<file path="src/rtl/fpu_issue_ctrl.sv">
// Issues one FPU operation at a time, waits LATENCY cycles, returns reg_lo/reg_hi.
// Latency: strobe 1 cycle after accept, rsp_valid LATENCY+2 cycles after accept; req_ready only in IDLE, rsp held until rsp_ready.
module fpu_issue_ctrl #(
    parameter int unsigned LATENCY = 10,
    parameter int unsigned CNT_W   = 16
) (
    input  logic             clk,
    input  logic             rst_n,
    input  logic             req_valid,
    output logic             req_ready,
    input  logic [4:0]       req_op,
    input  logic [31:0]      req_a,
    input  logic [31:0]      req_b,
    output logic             rsp_valid,
    input  logic             rsp_ready,
    output logic [31:0]      rsp_lo,
    output logic [31:0]      rsp_hi,
    output logic [4:0]       rsp_op,
    output logic             fpu_instr_received,
    output logic [4:0]       fpu_op_mask,
    output logic [31:0]      fpu_input_1,
    output logic [31:0]      fpu_input_2,
    input  logic [31:0]      fpu_reg_lo,
    input  logic [31:0]      fpu_reg_hi,
    output logic             busy,
    output logic [CNT_W-1:0] issue_count
);

    typedef enum logic [1:0] {
        S_IDLE,
        S_ISSUE,
        S_WAIT,
        S_RESP
    } state_t;

    localparam logic [7:0] WAIT_LOAD = 8'(LATENCY - 1);

    state_t     state;
    state_t     state_nxt;
    logic [7:0] wait_cnt;
    logic       accept;
    logic       wait_done;

    assign accept    = (state == S_IDLE) && req_valid;
    assign wait_done = (state == S_WAIT) && (wait_cnt == 8'd0);

    // Handshake outputs are pure state decodes, so no combinational input-to-output paths.
    assign req_ready          = (state == S_IDLE);
    assign fpu_instr_received = (state == S_ISSUE);
    assign rsp_valid          = (state == S_RESP);
    assign busy               = (state != S_IDLE);

    always_ff @(posedge clk or negedge rst_n) begin
        if (!rst_n) begin
            state <= S_IDLE;
        end else begin
            state <= state_nxt;
        end
    end

    always_comb begin
        state_nxt = state;
        case (state)
            S_IDLE:  if (req_valid) state_nxt = S_ISSUE;
            S_ISSUE: state_nxt = S_WAIT;
            S_WAIT:  if (wait_cnt == 8'd0) state_nxt = S_RESP;
            S_RESP:  if (rsp_ready) state_nxt = S_IDLE;
            default: state_nxt = S_IDLE;
        endcase
    end

    // FPU-side operands only move on accept, so they stay put through WAIT and RESP.
    always_ff @(posedge clk or negedge rst_n) begin
        if (!rst_n) begin
            fpu_op_mask <= 5'd0;
            fpu_input_1 <= 32'd0;
            fpu_input_2 <= 32'd0;
        end else if (accept) begin
            fpu_op_mask <= req_op;
            fpu_input_1 <= req_a;
            fpu_input_2 <= req_b;
        end
    end

    always_ff @(posedge clk or negedge rst_n) begin
        if (!rst_n) begin
            wait_cnt    <= 8'd0;
            issue_count <= '0;
        end else if (state == S_ISSUE) begin
            wait_cnt    <= WAIT_LOAD;
            issue_count <= issue_count + CNT_W'(1);
        end else if ((state == S_WAIT) && (wait_cnt != 8'd0)) begin
            wait_cnt <= wait_cnt - 8'd1;
        end
    end

    always_ff @(posedge clk or negedge rst_n) begin
        if (!rst_n) begin
            rsp_lo <= 32'd0;
            rsp_hi <= 32'd0;
            rsp_op <= 5'd0;
        end else if (wait_done) begin
            rsp_lo <= fpu_reg_lo;
            rsp_hi <= fpu_reg_hi;
            rsp_op <= fpu_op_mask;
        end
    end

endmodule

</file>
<file path="config.mk">
export PLATFORM = sky130hd
export DESIGN_NAME = fpu_issue_ctrl
export DESIGN_NICKNAME = d
export VERILOG_FILES = /design/src/rtl/fpu_issue_ctrl.sv
export SDC_FILE = /design/constraint.sdc
export NUM_CORES = 1
export LEC_CHECK = 0
export ABC_AREA = 1
export ABC_CLOCK_PERIOD_IN_PS = 1500
export CORE_MARGIN = 5
export CORE_UTILIZATION = 38
export DETAILED_ROUTE_END_ITERATION = 12
export PLACE_DENSITY = 0.77
export SETUP_SLACK_MARGIN = 0.05
export SYNTH_ARGS = -nofsm -noshare
export SYNTH_HDL_FRONTEND = slang
export SYNTH_SLANG_ARGS = --single-unit
</file>
<file path="constraint.sdc">
create_clock -name clk -period 1.5 [get_ports clk]
set_input_delay 0.375 -clock clk [delete_from_list [all_inputs] [get_ports clk]]
set_output_delay 0.375 -clock clk [all_outputs]
set_load 0.01 [all_outputs]
</file>
==> out/results.tsv <==
stage	metric	value	unit
placed_design	pre-CTS setup slack	-0.205	ns
route	vias per cell	4.95	
route	initial drt markers	315	
pwr	worst-case vdd ir drop	0.00106	V
logic_synthesis	top cell type by total area after synthesis	sky130_fd_sc_hd__dfrtp_1	
placed_design	total placed instance area	0.0102	mm2
clocking	Root Driver	sky130_fd_sc_hd__clkbuf_16	
route	detail-routed net length per standard cell	20.4	um
global_routing	Congestion Overflow GR	0	
placed_design	routability congestion estimate from global placement	0.803	
placed_design	IO Port Bufs	294	
route	first drt pass iteration count	4	
logic_synthesis	synthesized instance count	617	
pwr	Power, Total	0.0247	W
critical_path	critical-path maximum fanout	8	
global_routing	initial antenna violation count	1	
clocking	sink count of the clock tree	164	
placed_design	post-detail-place hpwl	14.8	mm
logic_synthesis	simple logic cell fraction of the synthesized area	0.193	
logic_synthesis	multiplexer share of the synthesized area	0.115	
logic_synthesis	largest cells by area after synthesis	sky130_fd_sc_hd__dfrtp_1 62%, sky130_fd_sc_hd__mux2_2 12%, sky130_fd_sc_hd__nand2_1 11%	
global_routing	Overall Global Routing Usage	0.243	
die	I/O pin count	295	
logic_synthesis	Synth warnings	0	
clocking	clock tree from TritonCTS	built	
sta	final max-slew violation count	0	
die	core outline area	0.0172	mm2
logic_synthesis	share of the synthesized area in the top cell type	0.617	
sta	hold slack	0.366	ns
sta	final critical path time including I/O delays and setup	1.65	ns
pwr	Power Dens Cells	1990	mW/mm2
clocking	total number of H-tree levels	4	
route	number of routed nets with antenna violations	0	
logic_synthesis	Yosys cell types	24	
die	Initial Util	0.386	
route	WL final	26.1	mm
clocking	clock edge transition at the registers on the reported setup and hold paths	0.07	ns
die	die span in x	142	um
cells_and_area	Non-Filler Instances	1277	
sta	Max Clk Rate	608	MHz
run	max-cap check violation count	0	
die	total die area	0.0202	mm2
min_path	class of the worst hold path	in2async	
route	residual DRC count	0	
sta	final worst slack	-0.146	ns
route	vias post-DR	6320	
run_status	run status	complete, but fails checks	
die	y dimension of the die	142	um
critical_path	Setup crit start kind	register	
logic_synthesis	Post-Synthesis Cell Area	0.00665	mm2
sta	number of endpoints failing setup at the final stage	133	
placed_design	Cells after DPL	1148	
sta	Tightest Pin Transition	0.454	ns
logic_synthesis	proportion of synthesized chip area in sequential cells	0.617	
run_status	failing checks	negative setup slack	
pwr	leakage dissipation	5.83	nW
logic_synthesis	nets in the synthesized netlist	762	
die	total number of placement rows	48	
logic_synthesis	post-synthesis xor/xnor area fraction	0.0145	
critical_path	Data required, critical path	1.81	ns
logic_synthesis	post-synthesis area per instance	10.8	um2
sta	worst relative slew slack	0.696	
clocking	maximum buffer depth of the clock tree	2	
logic_synthesis	share of the synthesized area in compound gates (AO/OA/AOI/OAI)	0.00941	
clocking	clock insertion delay at the later pin of the skew report	0.42	ns
clocking	TritonCTS buffer count	17	
global_routing	maximum number of pins on one net before global-route repair	65	
cells_and_area	share of final-layout standard cells stronger than drive strength 1	0.520	
sta	Clock Skews	0.00861	ns
global_routing	number of global-route vias before repair	6639	
critical_path	Crit Path Category	reg2reg	
critical_path	Setup crit end kind	register	
critical_path	Arrival @ worst endpoint	1.95	ns
sta	unrepaired setup endpoints after global routing	yes	
cells_and_area	post-synthesis to final-layout area growth	86.6	%
sta	final-report hold violation count	0	
logic_synthesis	largest family of logic cells by synthesized area	simple AND/OR/NAND/NOR gates	
sta	Final Cycle Share	1.10	
global_routing	first-pass GRT wire length	37.6	mm
logic_synthesis	share of synthesized cell area in full adder, half adder and majority cells	0.0151	
logic_synthesis	total of flip-flops plus latches after synthesis	164	
cells_and_area	fill cell count	1200	
cells_and_area	final design area excluding fillers	0.0124	mm2
cells_and_area	net count reported at finish	1183	
## sequential cells by signal, indices dropped and copies added (netlist names)
name         count
fpu_input_1     32
fpu_input_2     32
rsp_hi          32
rsp_lo          32
issue_count     16
wait_cnt         8
fpu_op_mask      5
rsp_op           5
state            2
## worst max-delay path: stages (launching register included)
cell	delay, ns
sky130_fd_sc_hd__dfrtp_1	0.40
sky130_fd_sc_hd__inv_2	0.09
sky130_fd_sc_hd__ha_4	0.15
sky130_fd_sc_hd__nand3_4	0.06
sky130_fd_sc_hd__nor2_4	0.17
sky130_fd_sc_hd__buf_6	0.13
sky130_fd_sc_hd__nand2_8	0.09
sky130_fd_sc_hd__buf_12	0.15
sky130_fd_sc_hd__buf_16	0.15
sky130_fd_sc_hd__nand2_2	0.07
sky130_fd_sc_hd__nand2_2	0.05
## logic make-up after synthesis
family / Yosys count
AND/OR/NAND/NOR: 301
buffers and inverters: 54
XOR/XNOR: 11
multiplexers: 68
AO/OA/AOI/OAI: 11
adder cells (fa/ha/maj): 8
flip-flops: 164
## Yosys cell counts (all sizes together)
master / count
or2: 1
a21o: 1
inv: 24
nand3b: 3
nand3: 80
dfrtp: 164
o21bai: 2
xnor2: 4
mux2: 68
buf: 23
xor2: 7
nand4: 6
o21ai: 4
clkbuf: 7
nand2: 191
a21oi: 4
ha: 8
nor2: 19
nor3: 1
## final timing paths
path | slack, ns | endpoint | cells past startpoint | startpoint
worst max-delay path | -0.15 | rsp_lo[6] | 10 | wait_cnt[0]
worst min-delay path | 0.37 | rsp_hi[20] | 2 | rst_n
worst max register to register | -0.15 | rsp_lo[6] | 10 | wait_cnt[0]
worst min register to register | 0.48 | rsp_hi[0] | 2 | rsp_hi[0]
max in group asynchronous | 0.53 | rsp_op[4] | 3 | rst_n
min in group clk | 0.48 | rsp_hi[0] | 2 | rsp_hi[0]
## area by class of cell
class | count | area (um2) | share of cell area
Multi-Input combinational cell | 400 | 3260 | 0.263
Clock buffer | 17 | 425 | 0.0343
Tap cell | 225 | 282 | 0.0227
Timing Repair Buffer | 431 | 4100 | 0.331
Sequential cell | 164 | 4100 | 0.331
Clock inverter | 15 | 140 | 0.0113
Inverter | 24 | 92.6 | 0.00746
Antenna cell | 1 | 2.50 | 0.000202
## layer usage
layer  GRT usage  vias up  part of all wire
met1       0.272     3112              0.36
met4      0.0890        0             0.024
met2       0.420      287              0.51
met5           0        -                 0
met3      0.0981       41              0.10
li1            -     2880                 -
## layout by cell type (no fill, tap or decap), types with 4 or more instances in the layout
master                            Yosys  routed
sky130_fd_sc_hd__dfrtp_1            164     164
sky130_fd_sc_hd__clkdlybuf4s50_1      0     135
sky130_fd_sc_hd__nand2_1            191     110
sky130_fd_sc_hd__clkbuf_2             0      90
sky130_fd_sc_hd__nand2_2              0      65
sky130_fd_sc_hd__buf_4                2      62
sky130_fd_sc_hd__buf_2               21      46
sky130_fd_sc_hd__nand3_2              0      44
sky130_fd_sc_hd__mux2_2              68      36
sky130_fd_sc_hd__mux2_4               0      32
sky130_fd_sc_hd__buf_6                0      29
sky130_fd_sc_hd__buf_12               0      24
sky130_fd_sc_hd__nand3_1             80      23
sky130_fd_sc_hd__clkbuf_16            0      22
sky130_fd_sc_hd__inv_1               23      17
sky130_fd_sc_hd__nand2_4              0      14
sky130_fd_sc_hd__nand3_4              0      13
sky130_fd_sc_hd__buf_16               0      13
sky130_fd_sc_hd__clkdlybuf4s15_1      0      13
sky130_fd_sc_hd__nor2_1              13      11
sky130_fd_sc_hd__buf_8                0       8
sky130_fd_sc_hd__nor2_4               2       7
sky130_fd_sc_hd__xor2_1               7       7
sky130_fd_sc_hd__inv_2                1       6
sky130_fd_sc_hd__nand4_1              6       6
sky130_fd_sc_hd__inv_6                0       6
sky130_fd_sc_hd__ha_4                 0       5
sky130_fd_sc_hd__clkdlybuf4s15_2      0       5
sky130_fd_sc_hd__xnor2_1              4       4
## report_power, final
group | internal, W | switching (W)
logic | 0.00668 | 0.00603
clock network | 0.00220 | 0.00201
registers | 0.00645 | 0.00130
total | 0.0153 | 0.00935
## through the flow
step	util	setup TNS (ns)
detailed placement	0.591	-16.40
floorplan	-	0
CTS	0.713	-7.07
finish	0.720	-9.82
global route	0.720	-18.97
global placement	0.591	-15.21
## what timing repair did
item,CTS,global route
endpoints found under the hold margin,12,0
cloned,25,6
setup endpoints to repair,312,282
resized for setup,515,302
pin swaps,35,66
buffers inserted,48,33
hold buffers,1,0
No activity file was read; power rests on OpenSTA's default activity.
